--- src/rtl/note_fetch_buffer_pkg.sv ---
// Shared definitions for the note prefetch path: chart word layout, the
// end-of-chart marker and the fetch FSM state encoding.
package note_fetch_buffer_pkg;

    localparam int TIME_W = 16;

    // "No note" value; a chart word carrying it terminates the chart.
    localparam logic [TIME_W-1:0] END_MARKER = 16'hFFFF;

    // Song memory word layout: {lane_mask, time_10ms}; time unit is 10 ms.
    localparam int TIME_LSB = 0;
    localparam int MASK_LSB = 16;

    typedef enum logic [1:0] {
        ST_IDLE  = 2'd0,
        ST_FETCH = 2'd1,
        ST_END   = 2'd2
    } fetch_state_e;

endpackage

--- src/rtl/note_fetch_buffer_note_fifo.sv ---
// Synchronous show-ahead FIFO holding note times for one lane.
// DEPTH must be a power of two so the pointers wrap naturally.
module note_fifo #(
    parameter  int WIDTH = 16,
    parameter  int DEPTH = 4,
    localparam int PTR_W = (DEPTH > 1) ? $clog2(DEPTH) : 1,
    localparam int CNT_W = $clog2(DEPTH + 1)
) (
    input  logic             clk,
    input  logic             reset,
    input  logic             flush,
    input  logic             push,
    input  logic             pop,
    input  logic [WIDTH-1:0] din,
    output logic [WIDTH-1:0] dout,
    output logic [CNT_W-1:0] count,
    output logic             empty,
    output logic             full
);

    logic [WIDTH-1:0] mem_q [DEPTH];
    logic [PTR_W-1:0] rd_ptr_q, rd_ptr_d;
    logic [PTR_W-1:0] wr_ptr_q, wr_ptr_d;
    logic [CNT_W-1:0] count_q, count_d;
    logic             do_push, do_pop;

    // NOTE: every signal written here gets a default first, so no latch is inferred.
    always_comb begin
        do_pop   = pop && (count_q != '0);
        do_push  = push && ((count_q != CNT_W'(DEPTH)) || do_pop);
        rd_ptr_d = rd_ptr_q;
        wr_ptr_d = wr_ptr_q;
        count_d  = count_q;
        if (flush) begin
            rd_ptr_d = '0;
            wr_ptr_d = '0;
            count_d  = '0;
        end else begin
            if (do_push) wr_ptr_d = wr_ptr_q + 1'b1;
            if (do_pop)  rd_ptr_d = rd_ptr_q + 1'b1;
            case ({do_push, do_pop})
                2'b10:   count_d = count_q + 1'b1;
                2'b01:   count_d = count_q - 1'b1;
                default: count_d = count_q;
            endcase
        end
    end

    // NOTE: state flops use non-blocking assignments so all of them update together at the edge.
    always_ff @(posedge clk) begin
        if (reset) begin
            rd_ptr_q <= '0;
            wr_ptr_q <= '0;
            count_q  <= '0;
        end else begin
            rd_ptr_q <= rd_ptr_d;
            wr_ptr_q <= wr_ptr_d;
            count_q  <= count_d;
        end
    end

    // NOTE: storage is deliberately not reset; count and pointers alone define which entries are valid.
    always_ff @(posedge clk) begin
        if (do_push && !flush) mem_q[wr_ptr_q] <= din;
    end

    assign dout  = mem_q[rd_ptr_q];
    assign count = count_q;
    assign empty = (count_q == '0);
    assign full  = (count_q == CNT_W'(DEPTH));

    // The upstream credit scheme must never push into a full FIFO.
    push_into_full: assert property (@(posedge clk) disable iff (reset) !(push && full && !pop && !flush));

endmodule

--- src/rtl/note_fetch_buffer.sv ---
// Per-lane chart prefetch: streams song memory after start, keeps this lane's
// notes in a small FIFO and serves one note time per matcher request.
module note_fetch_buffer
    import note_fetch_buffer_pkg::*;
#(
    parameter int ADDR_W     = 12,
    parameter int MEM_LAT    = 2,
    parameter int NUM_LANES  = 5,
    parameter int LANE       = 0,
    parameter int FIFO_DEPTH = 4
) (
    input  logic                        clk,
    input  logic                        reset,
    input  logic                        start,
    output logic                        mem_rd_en,
    output logic [ADDR_W-1:0]           mem_addr,
    input  logic [TIME_W+NUM_LANES-1:0] mem_data,
    input  logic                        note_request,
    output logic                        note_available,
    output logic [TIME_W-1:0]           note_time,
    output logic                        song_done
);

    localparam int CNT_W = $clog2(FIFO_DEPTH + 1);
    localparam int OUT_W = $clog2(MEM_LAT + 1);
    localparam int SUM_W = ((CNT_W > OUT_W) ? CNT_W : OUT_W) + 1;
    localparam logic [ADDR_W-1:0] ADDR_LAST = '1;

    fetch_state_e        state_q, state_d;
    logic [ADDR_W-1:0]   addr_q, addr_d;
    logic [MEM_LAT-1:0]  valid_q, valid_d;
    logic                end_seen_q, end_seen_d;
    logic                wrap_q, wrap_d;
    logic                avail_q, avail_d;
    logic [TIME_W-1:0]   time_q, time_d;
    logic                done_q, done_d;

    logic                fifo_push, fifo_pop, fifo_flush;
    logic [TIME_W-1:0]   fifo_dout;
    logic [CNT_W-1:0]    fifo_count;
    logic                fifo_empty, fifo_full;

    logic [OUT_W-1:0]    outstanding;
    logic                can_issue, mem_issue;
    logic                ret_valid, ret_lane, ret_marker;
    logic [TIME_W-1:0]   ret_time;
    logic                serve_req;
    logic                unused_bits;

    note_fifo #(
        .WIDTH (TIME_W),
        .DEPTH (FIFO_DEPTH)
    ) u_fifo (
        .clk   (clk),
        .reset (reset),
        .flush (fifo_flush),
        .push  (fifo_push),
        .pop   (fifo_pop),
        .din   (ret_time),
        .dout  (fifo_dout),
        .count (fifo_count),
        .empty (fifo_empty),
        .full  (fifo_full)
    );

    always_comb begin
        outstanding = '0;
        for (int i = 0; i < MEM_LAT; i++) outstanding += OUT_W'(valid_q[i]);
    end

    // Credit: reads in flight plus buffered notes may never exceed the FIFO depth.
    assign can_issue  = (SUM_W'(fifo_count) + SUM_W'(outstanding)) < SUM_W'(FIFO_DEPTH);
    assign ret_valid  = valid_q[MEM_LAT-1];
    assign ret_time   = mem_data[TIME_LSB +: TIME_W];
    assign ret_lane   = mem_data[MASK_LSB + LANE];
    assign ret_marker = ret_valid && (ret_time == END_MARKER);
    // The !avail_q gate stops a second pop on the cycle the matcher drops its request.
    assign serve_req  = note_request && !avail_q;

    always_comb begin
        state_d    = state_q;
        addr_d     = addr_q;
        valid_d    = valid_q;
        end_seen_d = end_seen_q;
        wrap_d     = wrap_q;
        avail_d    = 1'b0;
        time_d     = time_q;
        done_d     = end_seen_q && fifo_empty && (outstanding == '0);
        mem_issue  = 1'b0;
        fifo_push  = 1'b0;
        fifo_pop   = 1'b0;
        fifo_flush = 1'b0;

        if (start) begin
            fifo_flush = 1'b1;
            valid_d    = '0;
            addr_d     = '0;
            end_seen_d = 1'b0;
            wrap_d     = 1'b0;
            done_d     = 1'b0;
            state_d    = ST_FETCH;
        end else begin
            if (serve_req) begin
                if (!fifo_empty) begin
                    fifo_pop = 1'b1;
                    avail_d  = 1'b1;
                    time_d   = fifo_dout;
                end else if (end_seen_q && (outstanding == '0)) begin
                    avail_d  = 1'b1;
                    time_d   = END_MARKER;
                end
            end

            case (state_q)
                ST_FETCH: begin
                    mem_issue  = !wrap_q && !ret_marker && can_issue;
                    valid_d[0] = mem_issue;
                    for (int i = 1; i < MEM_LAT; i++) valid_d[i] = valid_q[i-1];
                    if (mem_issue) begin
                        // The last address is issued once and never wrapped back to 0.
                        if (addr_q == ADDR_LAST) wrap_d = 1'b1;
                        else                     addr_d = addr_q + 1'b1;
                    end
                    if (ret_marker) begin
                        end_seen_d = 1'b1;
                        valid_d    = '0;
                        state_d    = ST_END;
                    end else if (ret_valid && ret_lane) begin
                        fifo_push  = 1'b1;
                    end else if (wrap_q && (valid_q == '0)) begin
                        end_seen_d = 1'b1;
                        state_d    = ST_END;
                    end
                end
                default: valid_d = '0;
            endcase
        end
    end

    always_ff @(posedge clk) begin
        if (reset) begin
            state_q    <= ST_IDLE;
            addr_q     <= '0;
            valid_q    <= '0;
            end_seen_q <= 1'b0;
            wrap_q     <= 1'b0;
            avail_q    <= 1'b0;
            time_q     <= '0;
            done_q     <= 1'b0;
        end else begin
            state_q    <= state_d;
            addr_q     <= addr_d;
            valid_q    <= valid_d;
            end_seen_q <= end_seen_d;
            wrap_q     <= wrap_d;
            avail_q    <= avail_d;
            time_q     <= time_d;
            done_q     <= done_d;
        end
    end

    assign mem_rd_en      = mem_issue;
    assign mem_addr       = addr_q;
    assign note_available = avail_q;
    assign note_time      = time_q;
    assign song_done      = done_q;

    // Other lanes' mask bits and the full flag are intentionally not consumed.
    assign unused_bits = ^{mem_data, fifo_full};

endmodule

--- config.mk ---
export PLATFORM = sky130hd
export DESIGN_NAME = note_fetch_buffer
export DESIGN_NICKNAME = d
export VERILOG_FILES = /design/src/rtl/note_fetch_buffer_pkg.sv /design/src/rtl/note_fetch_buffer_note_fifo.sv /design/src/rtl/note_fetch_buffer.sv
export SDC_FILE = /design/constraint.sdc
export NUM_CORES = 1
export LEC_CHECK = 0
export ABC_AREA = 1
export BUFFER_PORTS_ARGS = -buffer_cell sky130_fd_sc_hd__buf_2
export CAP_MARGIN = 20
export CORE_UTILIZATION = 40
export DETAILED_ROUTE_END_ITERATION = 16
export PLACE_DENSITY = 0.71
export SYNTH_ARGS = -nofsm -noshare
export SYNTH_HDL_FRONTEND = slang
export SYNTH_SLANG_ARGS = --single-unit
--- constraint.sdc ---
create_clock -name clk -period 4.4 [get_ports clk]
set_input_delay 0.44 -clock clk [delete_from_list [all_inputs] [get_ports clk]]
set_output_delay 0.44 -clock clk [all_outputs]
set_load 0.02 [all_outputs]
Word level (Yosys, flattened, before mapping) --
Memories as Yosys holds them, arrays and structs flattened. A register that Yosys moved wholly into a read port is not among the register bits. Cells that the tools add are included.
Storage, ports and cells: bits in registers 43, bits in latches 0, bits in writable memories 64, ROM bits 0, input port bits 25, output and inout bits 31, word-level logic and storage cells 95, memories kept 1
Memories:
- u_fifo.mem_q | words 4, bits a word 16, read ports 1, clocked after memory_dff 1, wr ports 1, line note_fetch_buffer_note_fifo.sv:21 | logic [WIDTH-1:0] mem_q [DEPTH];
Cells by class: $add $sub $neg 7, multiply operators 0, divide/modulo/power cells 0, magnitude comparators 1, equality and inequality tests 9, shifts and indexed selects 0, multiplexer cells 27, bitwise operators 4, reduce and logical (&&, ||, !) cells 34
Operators by type and width (number):
- two-way mux 16 bit | 2
- two-way mux 1 bit | 19
- equality test 16 bit (second input constant) | 1
- AND reduction 3 bit | 5
- adder 12 x 1 -> 12 bit (second input constant) | 1
- equality test 12 bit (second input constant) | 1
- logical AND 1 bit | 12
- two-way mux 2 bit | 5
- inequality test 3 bit (second input constant) | 2
- case mux 3 bit (2 select lines) | 1
- nonzero test 2 bit | 3
- nonzero test 3 bit | 2
- adder 2 x 1 -> 2 bit (second input constant) | 2
- adder 3 x 2 -> 4 bit | 1
- equality test 2 x 1 -> 1 bit (second input constant) | 2
- zero test 1 bit | 4
- zero test 2 bit | 2
- less-than comparator 4 x 3 -> 1 bit (second input constant) | 1
- NOT 1 bit | 4
- OR reduction 2 bit | 2
- OR reduction 4 bit | 1
- adder 3 x 1 -> 3 bit (second input constant) | 1
- zero test 3 bit | 1
- OR reduction 3 bit | 1
- 6 further kinds | 6

Depth between registers and ports, before layout --
Gate-level depths: netlist of the first run.
depth after elaboration 10, gate-level depth with buffers 13

Cells and area by module --
Synthesis of the first run repeated with hierarchy kept, for this count alone.
Unflattened totals: cell total of the unflattened synthesis 452, area, all modules 4540.6 um^2
By module, submodules not included:
- note_fifo | instances 1, cells each 222, area each 2837.7 um^2, seq. area each 2102.0 um^2
- note_fetch_buffer | instances 1, cells each 230, area each 1702.9 um^2, seq. area each 700.7 um^2

Worst setup path after synthesis of the first run --
Ideal clock, no wire load.
kind input to register, start point input start, end point register u_fifo.count_q[2], in the netlist u_fifo.count[2], arrival 2.103 ns, slack 2.175 ns, stages 11, path through nor3_2 > nand2_2 > inv_1 > buf_2 > ha_1 > inv_1 > fa_1 > a21oi_1 > o21ai_0 > o21ai_0 > a21oi_1
Between the ends: longest elaborated chain between the ends 6, elaborated cells between the ends (all ways) 11, classes of those cells 2 x eq/ne; 4 x mux; 5 x reduce/logical
RTL lines:
- from (decl) | line note_fetch_buffer.sv:14 | input logic start,
- two-way mux 1 bit * | line note_fetch_buffer.sv:94 | if (start) begin
- logical AND 1 bit * | line note_fetch_buffer_note_fifo.sv:29 | do_pop = pop && (count_q != '0);
- via u_fifo.do_pop | line note_fetch_buffer_note_fifo.sv:25 | logic do_push, do_pop;
- logical OR 1 bit | line note_fetch_buffer_note_fifo.sv:30 | do_push = push && ((count_q != CNT_W'(DEPTH)) || do_pop);
- logical AND 1 bit | line note_fetch_buffer_note_fifo.sv:30
- equality test 2 x 1 -> 1 bit or equality test 2 bit (tied branches) | line note_fetch_buffer_note_fifo.sv:41 | case ({do_push, do_pop})
- case mux 3 bit (2 select lines) or nonzero test 2 bit (tied branches)
- to (signal assigned) | line note_fetch_buffer_note_fifo.sv:58 | count_q <= count_d;
- to (decl) | line note_fetch_buffer_note_fifo.sv:24 | logic [CNT_W-1:0] count_q, count_d;
The timed path passes the listed nets; every way through them passes the cells marked *. A chain may end at the register's enable or synchronous reset.

Worst setup path after layout of the first run --
start point register u_fifo.count_q[1], in the netlist u_fifo.count[1], end point register u_fifo.count_q[2], in the netlist u_fifo.count[2]
Between the ends: longest elaborated chain between the ends 9, elaborated cells between the ends (all ways) 15, classes of those cells 2 x add/sub; 3 x eq/ne; 4 x mux; 6 x reduce/logical
RTL lines:
- zero test 3 bit | line note_fetch_buffer_note_fifo.sv:69 | assign empty = (count_q == '0);
- two-way mux 1 bit | line note_fetch_buffer.sv:104 | if (!fifo_empty) begin
- two-way mux 1 bit | line note_fetch_buffer.sv:103 | if (serve_req) begin
- two-way mux 1 bit | line note_fetch_buffer.sv:94
- logical AND 1 bit | line note_fetch_buffer_note_fifo.sv:29
- logical OR 1 bit | line note_fetch_buffer_note_fifo.sv:30
- logical AND 1 bit | line note_fetch_buffer_note_fifo.sv:30
- equality test 2 x 1 -> 1 bit or equality test 2 bit (tied branches) | line note_fetch_buffer_note_fifo.sv:41
- case mux 3 bit (2 select lines) or nonzero test 2 bit (tied branches)
Several ways; a longest one is shown, not always the timed one.

==> metrics.txt, run 1 <==
# TYPE chip_impl_metric gauge
chip_impl_metric{name="power.ir.vdd_worst",unit="uV"} 192
chip_impl_metric{name="ys_warn_count",unit=""} 0
chip_impl_metric{name="clock_insertion_delay_worst_skew",unit="ns"} 0.34
chip_impl_metric{name="holdWs",unit="ns"} 0.324
chip_impl_info{name="critical_path_class",value="reg -> reg"} 1
chip_impl_metric{name="met2_routing_resource_usage_after_global_routing",unit="%"} 28.8
chip_impl_info{name="hold_class",value="in -> reg"} 1
chip_impl_metric{name="final_hold_viol_count",unit=""} 0
chip_impl_metric{name="cts_made_buffers",unit=""} 9
chip_impl_metric{name="drv_slew",unit=""} 0
chip_impl_metric{name="netlist.area_leader.share",unit="%"} 42.2
chip_impl_metric{name="yosys_cell_types",unit=""} 29
chip_impl_metric{name="r2r_slack",unit="ns"} 1.82
chip_impl_metric{name="ys_seq_elements",unit=""} 108
chip_impl_info{name="crit_top_cell",value="inv_1"} 1
chip_impl_metric{name="timing.setup.tns",unit="ns"} 0
chip_impl_metric{name="netlist_area",unit="sq mm"} 0.00455
chip_impl_info{name="timing.critical_path.cells",value="inv_1 > nand3_1 > nand2_2 > inv_1 > ha_1 > inv_1 > fa_1 > a21oi_1 > o21ai_0 > o21ai_0 > a21oi_1"} 1
chip_impl_metric{name="core",unit="sq mm"} 0.0110
chip_impl_metric{name="layout-area-overhead-vs-synth",unit="%"} 15.0
chip_impl_metric{name="ctsHoldBuffers",unit=""} 0
chip_impl_metric{name="numPortBuffers",unit=""} 51
chip_impl_metric{name="grtUsageTotal",unit="%"} 17.1
chip_impl_metric{name="drcViolationCount",unit=""} 0
chip_impl_metric{name="drtIter0Drc",unit=""} 229
chip_impl_metric{name="sequential_area_share_after_synthesis",unit="%"} 61.6
chip_impl_metric{name="min_path_cells",unit=""} 1
chip_impl_metric{name="worst_ep_required_time",unit="ns"} 4.63
chip_impl_metric{name="cpPeakStageDelay",unit="ns"} 0.48
chip_impl_metric{name="ios",unit=""} 56
chip_impl_metric{name="rows",unit=""} 38
chip_impl_metric{name="cts_max_level",unit=""} 3
chip_impl_metric{name="max_cap_viol_count",unit=""} 0
chip_impl_metric{name="finalWeightedCongestion",unit=""} 0.843
chip_impl_info{name="post-synth-top-area-cell",value="edfxtp_1"} 1
chip_impl_metric{name="grtUsageMet1",unit="%"} 21.2
chip_impl_metric{name="number_of_global_route_vias_before_repair",unit=""} 3118
chip_impl_info{name="crit_path_top_delay_cell",value="inv_1"} 1
chip_impl_info{name="status",value="finished clean"} 1
chip_impl_metric{name="num_vias",unit=""} 3301
chip_impl_info{name="rsz0062_at_grt",value="no"} 1
chip_impl_metric{name="worstMarginPinSlew",unit="ns"} 1.02
chip_impl_metric{name="hpwlAfterDp",unit="microns"} 6240
chip_impl_metric{name="die_width",unit="microns"} 109
chip_impl_metric{name="clock_path_buffers",unit=""} 2
chip_impl_metric{name="grt_start_max_net_pins",unit=""} 34
chip_impl_info{name="post_synth_main_area_contributors",value="edfxtp_1, dfxtp_1, nand2_1"} 1
chip_impl_metric{name="drive_above_1_share",unit="%"} 17.2
chip_impl_metric{name="gr_layer_usage_met3",unit="%"} 2.57
chip_impl_metric{name="worstPathMaxFanout",unit=""} 15
chip_impl_metric{name="die_height",unit="microns"} 109
chip_impl_metric{name="cp.arrival",unit="ns"} 2.81
chip_impl_info{name="tritoncts_clock_tree",value="done"} 1
chip_impl_metric{name="clkTransAtPathRegs",unit="ns"} 0.07
chip_impl_info{name="min_delay_worst_endpoint",value="u_fifo.mem_q[0][0]"} 1
chip_impl_metric{name="fillCellCount",unit=""} 990
chip_impl_info{name="worstReg2RegEnd",value="u_fifo.count[2]"} 1
chip_impl_info{name="crit_path_end_kind",value="flip-flop"} 1
chip_impl_metric{name="cts_num_sinks",unit=""} 108
chip_impl_metric{name="cts.repair.resized",unit=""} 0
chip_impl_metric{name="pwr_density_cell",unit="mW/mm^2"} 374
chip_impl_metric{name="globalRoute.totalOverflow",unit=""} 0
chip_impl_info{name="synthFlopType",value="edfxtp_1"} 1
chip_impl_info{name="crit-reg2reg-launch",value="u_fifo.count[1]"} 1
chip_impl_metric{name="final_nets",unit=""} 547
chip_impl_metric{name="synth_cells",unit=""} 465
chip_impl_metric{name="synth-async-reset-ratio",unit="%"} 0
chip_impl_metric{name="final.min_clock_period",unit="ns"} 2.58
chip_impl_metric{name="period_share",unit="%"} 58.7
chip_impl_metric{name="drt-wirelength-per-cell",unit="microns"} 14.6
chip_impl_metric{name="cts_setup_buffers",unit=""} 0
chip_impl_metric{name="final-setup-viol-count",unit=""} 0
chip_impl_metric{name="finalCoreUtilization",unit="%"} 47.6
chip_impl_info{name="worstSetupStartpointType",value="flip-flop"} 1
chip_impl_metric{name="clock-skew-final",unit="ns"} 0.00498
chip_impl_metric{name="antenna_violating_nets_post_route",unit=""} 0
chip_impl_metric{name="synth-edff-count",unit=""} 64
chip_impl_metric{name="n_antenna_cell",unit=""} 0
chip_impl_metric{name="routed_wl",unit="microns"} 9600
chip_impl_metric{name="routed_via_density",unit=""} 5.03
chip_impl_metric{name="wire_length_of_the_first_global_routing_pass",unit="microns"} 15000
chip_impl_metric{name="total_leakage_power",unit="nW"} 2.01
chip_impl_metric{name="maxSlewHeadroom",unit="%"} 32.1
chip_impl_metric{name="die_area",unit="sq mm"} 0.0118
chip_impl_metric{name="achievable_freq",unit="MHz"} 387
chip_impl_metric{name="antenna_found_initial",unit=""} 0
chip_impl_metric{name="rr_worst_depth",unit=""} 11
chip_impl_info{name="worstHoldStart",value="mem_data[0]"} 1
chip_impl_info{name="grt_most_used_layer",value="met2"} 1
chip_impl_metric{name="synth.avg_cell_area",unit="sq um"} 9.79
chip_impl_metric{name="dr.pass1.iters",unit=""} 4
chip_impl_info{name="cts_root_buf",value="clkbuf_16"} 1
chip_impl_metric{name="synth_fp_nets",unit=""} 501
chip_impl_metric{name="start_util",unit="%"} 41.4
-- through the flow --
stage               power [W]  instances  instance area, sq um  setup slack, ns
floorplan             0.00112        465                  4550             2.18
global placement      0.00114        640                  4910             1.66
detailed placement    0.00114        640                  4910             1.61
CTS                   0.00197        656                  5230             1.83
global route          0.00200        656                  5230             1.63
finish                0.00196        656                  5230             1.82
-- registers in the layout, summed over array words and instances, names as in the netlist, named ones only --
signal,flops
mem_addr,12
note_available,1
note_time,16
song_done,1
state_q,2
u_fifo.count,3
u_fifo.mem_q,64
u_fifo.rd_ptr_q,2
u_fifo.wr_ptr_q,2
valid_q,2
wrap_q,1
-- worst max-delay path: cells and delay by family (launching register included) --
kind	cells	cell delay [ns]
DFF	1	0.39
and+or+nand+nor	2	0.34
adders and majority gates	2	0.63
buffers and inverters	3	0.65
AOI/OAI and AO/OA	4	0.46
-- cell usage in the layout, fill, tap and decap left out, drive strengths merged, types with 10 or more instances in the layout --
cell type	synthesis	routed
clkbuf	9	11
edfxtp	64	64
nand2	100	100
dfxtp	44	44
buf	8	52
nand3	25	25
nor2	64	64
a31oi	10	10
o21ai	26	26
inv	48	51
a21oi	30	30
ha	10	10
-- synthesized netlist by cell type (4+ instances only) --
master,n
a21oi_2,6
nor3_1,4
inv_1,47
ha_1,10
nor2_1,64
clkbuf_1,9
a21oi_1,24
buf_2,6
dfxtp_1,44
nand2_1,97
nand3_1,23
a211oi_1,6
a31oi_1,10
xor2_1,5
o21ai_0,24
edfxtp_1,64
-- cell families after synthesis --
group                      after synthesis  share of synthesized area [%]
DFF                                    108                           61.6
adders and majority gates               11                           3.19
xor gates and xnor gates                 8                           1.54
AOI/OAI and AO/OA                       73                           9.26
buffers and inverters                   65                           5.85
and+or+nand+nor                        200                           18.6
-- worst max path at each step --
stage	start	to	slack (ns)	cells after the start
global placement	start	u_fifo.count[2]	1.66	11
global route	u_fifo.count[1]	u_fifo.count[2]	1.63	11
finish	u_fifo.count[1]	u_fifo.count[2]	1.82	11
detailed placement	start	u_fifo.count[2]	1.61	11
floorplan	start	u_fifo.count[2]	2.18	11
CTS	u_fifo.count[1]	u_fifo.count[2]	1.83	11
-- report_power, final --
group | leakage (nW) | switching [W] | internal (W)
Combinational | 0.927 | 0.0000328 | 0.0000122
Clock | 0.155 | 0.000360 | 0.000480
Sequential | 0.930 | 0.00000149 | 0.00107
-- final cells by class --
| cell class | count | area [sq um] | area share (%) |
|---|---|---|---|
| flip-flops and latches | 108 | 2800 | 53.6 |
| multi-input cells | 292 | 1490 | 28.5 |
| repair buffers | 52 | 263 | 5.02 |
| clock buffers | 11 | 253 | 4.83 |
| inverters | 48 | 180 | 3.44 |
| well taps | 140 | 175 | 3.35 |
| clock inverters | 5 | 66.3 | 1.27 |
-- layer usage --
metal / up-vias / part of all wire, % / routed length (microns)
met5: - / 0 / 0
met4: 0 / 2.3 / 217
met3: 17 / 5.1 / 493
met2: 84 / 49 / 4690
met1: 1563 / 44 / 4190
li1: 1637 / - / -
Power figures use the tool's default switching activity.
==> run 2: changes to the inputs <==
Clock period 4.4 ns to 2.4 ns, I/O delays scaled along.
==> run 2 against run 1 <==
  * Setup slack worse by 1.6 ns
  * Die area unchanged
  * Clock skew up 0.0068 ns
  * Highest routed layer unchanged
  * Fmax up 17%
  * Global-route usage up 0.28 points
==> metrics.txt, run 2 (same netlist as run 1, synthesis figures left out) <==
# TYPE chip_impl_metric gauge
chip_impl_metric{name="route.met3.wl",unit="microns"} 553
chip_impl_metric{name="dr.pass1.iters",unit=""} 5
chip_impl_info{name="worstHoldStart",value="mem_data[7]"} 1
chip_impl_metric{name="clock_path_buffers",unit=""} 2
chip_impl_info{name="cts_root_buf",value="clkbuf_16"} 1
chip_impl_metric{name="drive_above_1_share",unit="%"} 18.4
chip_impl_metric{name="core",unit="sq mm"} 0.0110
chip_impl_metric{name="die_height",unit="microns"} 109
chip_impl_metric{name="power.ir.vdd_worst",unit="uV"} 308
chip_impl_info{name="crit-reg2reg-launch",value="u_fifo.count[1]"} 1
chip_impl_metric{name="power.share.sequential",unit="%"} 55.0
chip_impl_metric{name="r2r_slack",unit="ns"} 0.20
chip_impl_metric{name="clkTransAtPathRegs",unit="ns"} 0.08
chip_impl_info{name="most-common-layout-cells",value="nand2_1, nor2_1, edfxtp_1"} 1
chip_impl_metric{name="min_path_cells",unit=""} 1
chip_impl_metric{name="p_sw_share",unit="%"} 21.3
chip_impl_info{name="timing.critical_path.cells",value="inv_1 > nand3_1 > nand2_4 > a21oi_2 > nand2_2 > ha_1 > inv_1 > fa_1 > a21oi_1 > o21ai_0 > o21ai_0 > a21oi_1"} 1
chip_impl_metric{name="period_share",unit="%"} 91.7
chip_impl_metric{name="worstPathMaxFanout",unit=""} 6
chip_impl_metric{name="antenna_found_initial",unit=""} 0
chip_impl_info{name="rsz0062_at_grt",value="no"} 1
chip_impl_info{name="worstReg2RegEnd",value="u_fifo.count[2]"} 1
chip_impl_metric{name="routed_via_density",unit=""} 5.11
chip_impl_info{name="min_delay_worst_endpoint",value="u_fifo.mem_q[0][7]"} 1
chip_impl_metric{name="max_cap_viol_count",unit=""} 0
chip_impl_metric{name="internal_power",unit="W"} 0.00281
chip_impl_metric{name="total_power",unit="W"} 0.00357
chip_impl_metric{name="hpwlAfterDp",unit="microns"} 6260
chip_impl_metric{name="pwr_density_cell",unit="mW/mm^2"} 671
chip_impl_metric{name="worst_ep_required_time",unit="ns"} 2.63
chip_impl_metric{name="grt_start_max_net_pins",unit=""} 33
chip_impl_metric{name="worstMarginPinSlew",unit="ns"} 0.956
chip_impl_metric{name="cts_max_level",unit=""} 3
chip_impl_metric{name="ctsHoldBuffers",unit=""} 0
chip_impl_metric{name="number_of_flip_flops_under_the_largest_register_name",unit=""} 64
chip_impl_metric{name="fillCellCount",unit=""} 1004
chip_impl_metric{name="power.net_switching",unit="W"} 0.000759
chip_impl_metric{name="clock-skew-final",unit="ns"} 0.0118
chip_impl_metric{name="die_width",unit="microns"} 109
chip_impl_metric{name="ios",unit=""} 56
chip_impl_metric{name="path_buf_inv",unit=""} 2
chip_impl_metric{name="cts_made_buffers",unit=""} 9
chip_impl_info{name="highest-signal-layer",value="met4"} 1
chip_impl_info{name="status",value="finished clean"} 1
chip_impl_metric{name="n_antenna_cell",unit=""} 0
chip_impl_metric{name="finalCoreUtilization",unit="%"} 48.4
chip_impl_metric{name="drt-wirelength-per-cell",unit="microns"} 14.8
chip_impl_info{name="mostFrequentLayoutCell",value="nand2_1"} 1
chip_impl_metric{name="final-instance-count-excl-fill",unit=""} 668
chip_impl_info{name="critPathTopFamily",value="compound AO/OA/AOI/OAI gates"} 1
chip_impl_metric{name="holdWs",unit="ns"} 0.114
chip_impl_metric{name="final_nets",unit=""} 559
chip_impl_metric{name="achievable_freq",unit="MHz"} 455
chip_impl_info{name="critical_path_class",value="reg -> reg"} 1
chip_impl_metric{name="grtUsageTotal",unit="%"} 17.4
chip_impl_metric{name="timing.setup.tns",unit="ns"} 0
chip_impl_metric{name="clock_insertion_delay_worst_skew",unit="ns"} 0.35
chip_impl_metric{name="detail_route.wirelength.met1",unit="microns"} 4420
chip_impl_metric{name="rows",unit=""} 38
chip_impl_metric{name="numPortBuffers",unit=""} 51
chip_impl_metric{name="antenna_violating_nets_post_route",unit=""} 0
chip_impl_metric{name="drcViolationCount",unit=""} 0
chip_impl_metric{name="die_area",unit="sq mm"} 0.0118
chip_impl_metric{name="combPwrFrac",unit="%"} 2.4
chip_impl_metric{name="cts_num_sinks",unit=""} 108
chip_impl_info{name="hold_class",value="in -> reg"} 1
chip_impl_metric{name="layout-area-overhead-vs-synth",unit="%"} 16.8
chip_impl_metric{name="final.min_clock_period",unit="ns"} 2.20
chip_impl_metric{name="routed_wl",unit="microns"} 9920
chip_impl_metric{name="globalRoute.totalOverflow",unit=""} 0
chip_impl_metric{name="final-setup-viol-count",unit=""} 0
chip_impl_metric{name="clockPowerShare",unit="%"} 42.7
chip_impl_metric{name="drv_slew",unit=""} 0
chip_impl_metric{name="maxSlewHeadroom",unit="%"} 36.2
chip_impl_metric{name="cp.arrival",unit="ns"} 2.43
chip_impl_metric{name="total_leakage_power",unit="nW"} 2.08
chip_impl_info{name="crit_path_top_delay_cell",value="fa_1"} 1
chip_impl_info{name="registers.top_by_ff_count",value="u_fifo.mem_q"} 1
chip_impl_metric{name="drtIter0Drc",unit=""} 240
chip_impl_metric{name="num_vias",unit=""} 3411
chip_impl_metric{name="number_of_global_route_vias_before_repair",unit=""} 3205
chip_impl_metric{name="wire_length_of_the_first_global_routing_pass",unit="microns"} 15400
chip_impl_metric{name="finalWeightedCongestion",unit=""} 0.789
chip_impl_info{name="tritoncts_clock_tree",value="done"} 1
chip_impl_metric{name="dr_wl_met2",unit="microns"} 4790
chip_impl_info{name="crit_path_end_kind",value="flip-flop"} 1
chip_impl_metric{name="cpPeakStageDelay",unit="ns"} 0.38
chip_impl_metric{name="start_util",unit="%"} 41.4
chip_impl_metric{name="rr_worst_depth",unit=""} 12
chip_impl_info{name="worstSetupStartpointType",value="flip-flop"} 1
chip_impl_metric{name="dp.cells",unit=""} 648
chip_impl_metric{name="final_hold_viol_count",unit=""} 0
==> run 2: metrics by stage <==
stage | worst slack (ns) | instance area (sq um)
floorplan | 0.241 | 4550
global placement | 0.0852 | 4980
detailed placement | 0.0435 | 4980
CTS | 0.109 | 5280
global route | 0.0138 | 5320
finish | 0.200 | 5320
==> run 2: worst max-delay path by stage <==
| stage | slack (ns) | from | to | cells after the start |
|---|---|---|---|---|
| 6_report | 0.20 | u_fifo.count[1] | u_fifo.count[2] | 12 |
| 5_1_grt | 0.01 | valid_q[1] | u_fifo.count[2] | 11 |
| 2_1_floorplan | 0.24 | note_available | u_fifo.count[2] | 11 |
| 4_1_cts | 0.11 | u_fifo.count[1] | u_fifo.count[2] | 12 |
| 3_5_place_dp | 0.04 | mem_data[9] | u_fifo.count[2] | 14 |
| 3_3_place_gp | 0.09 | mem_data[9] | u_fifo.count[2] | 14 |
==> run 2: layout make-up <==
cell class	instances	area [sq um]	area share [%]
Tap cell	140	175	3.29
Timing Repair Buffer	64	365	6.87
Sequential cell	108	2800	52.7
Inverter	48	180	3.39
Clock inverter	7	81.3	1.53
Clock buffer	9	225	4.24
Multi-Input combinational cell	292	1490	28.0
==> run 2: layer usage <==
layer  up-vias  GRT usage [%]
li1       1664              -
met1      1631           22.2
met2       103           28.1
met3        13           3.89
met4         0           7.82
met5         -              0
==> run 2: timing repair <==
action	CTS	global route
setup endpoints to repair	0	1
gates resized for setup	0	1
endpoints found under the hold margin	0	0
setup buffers	0	4
==> run 2: power groups by stage <==
| stage | logic, W | registers, W | clock network [W] |
|---|---|---|---|
| floorplan | 0.0000394 | 0.00201 | 0 |
| global placement | 0.0000805 | 0.00200 | 0 |
| detailed placement | 0.0000836 | 0.00200 | 0 |
| CTS | 0.0000841 | 0.00196 | 0.00154 |
| global route | 0.0000934 | 0.00196 | 0.00161 |
| finish | 0.0000843 | 0.00196 | 0.00152 |
==> run 2: worst reg2reg max path: stages, from the launching register on <==
cell and delay (ns):
dfxtp_1 0.35, inv_1 0.11, nand3_1 0.19, nand2_4 0.14, a21oi_2 0.07, nand2_2 0.12
ha_1 0.16, inv_1 0.07, fa_1 0.38, a21oi_1 0.15, o21ai_0 0.12, o21ai_0 0.17
a21oi_1 0.05
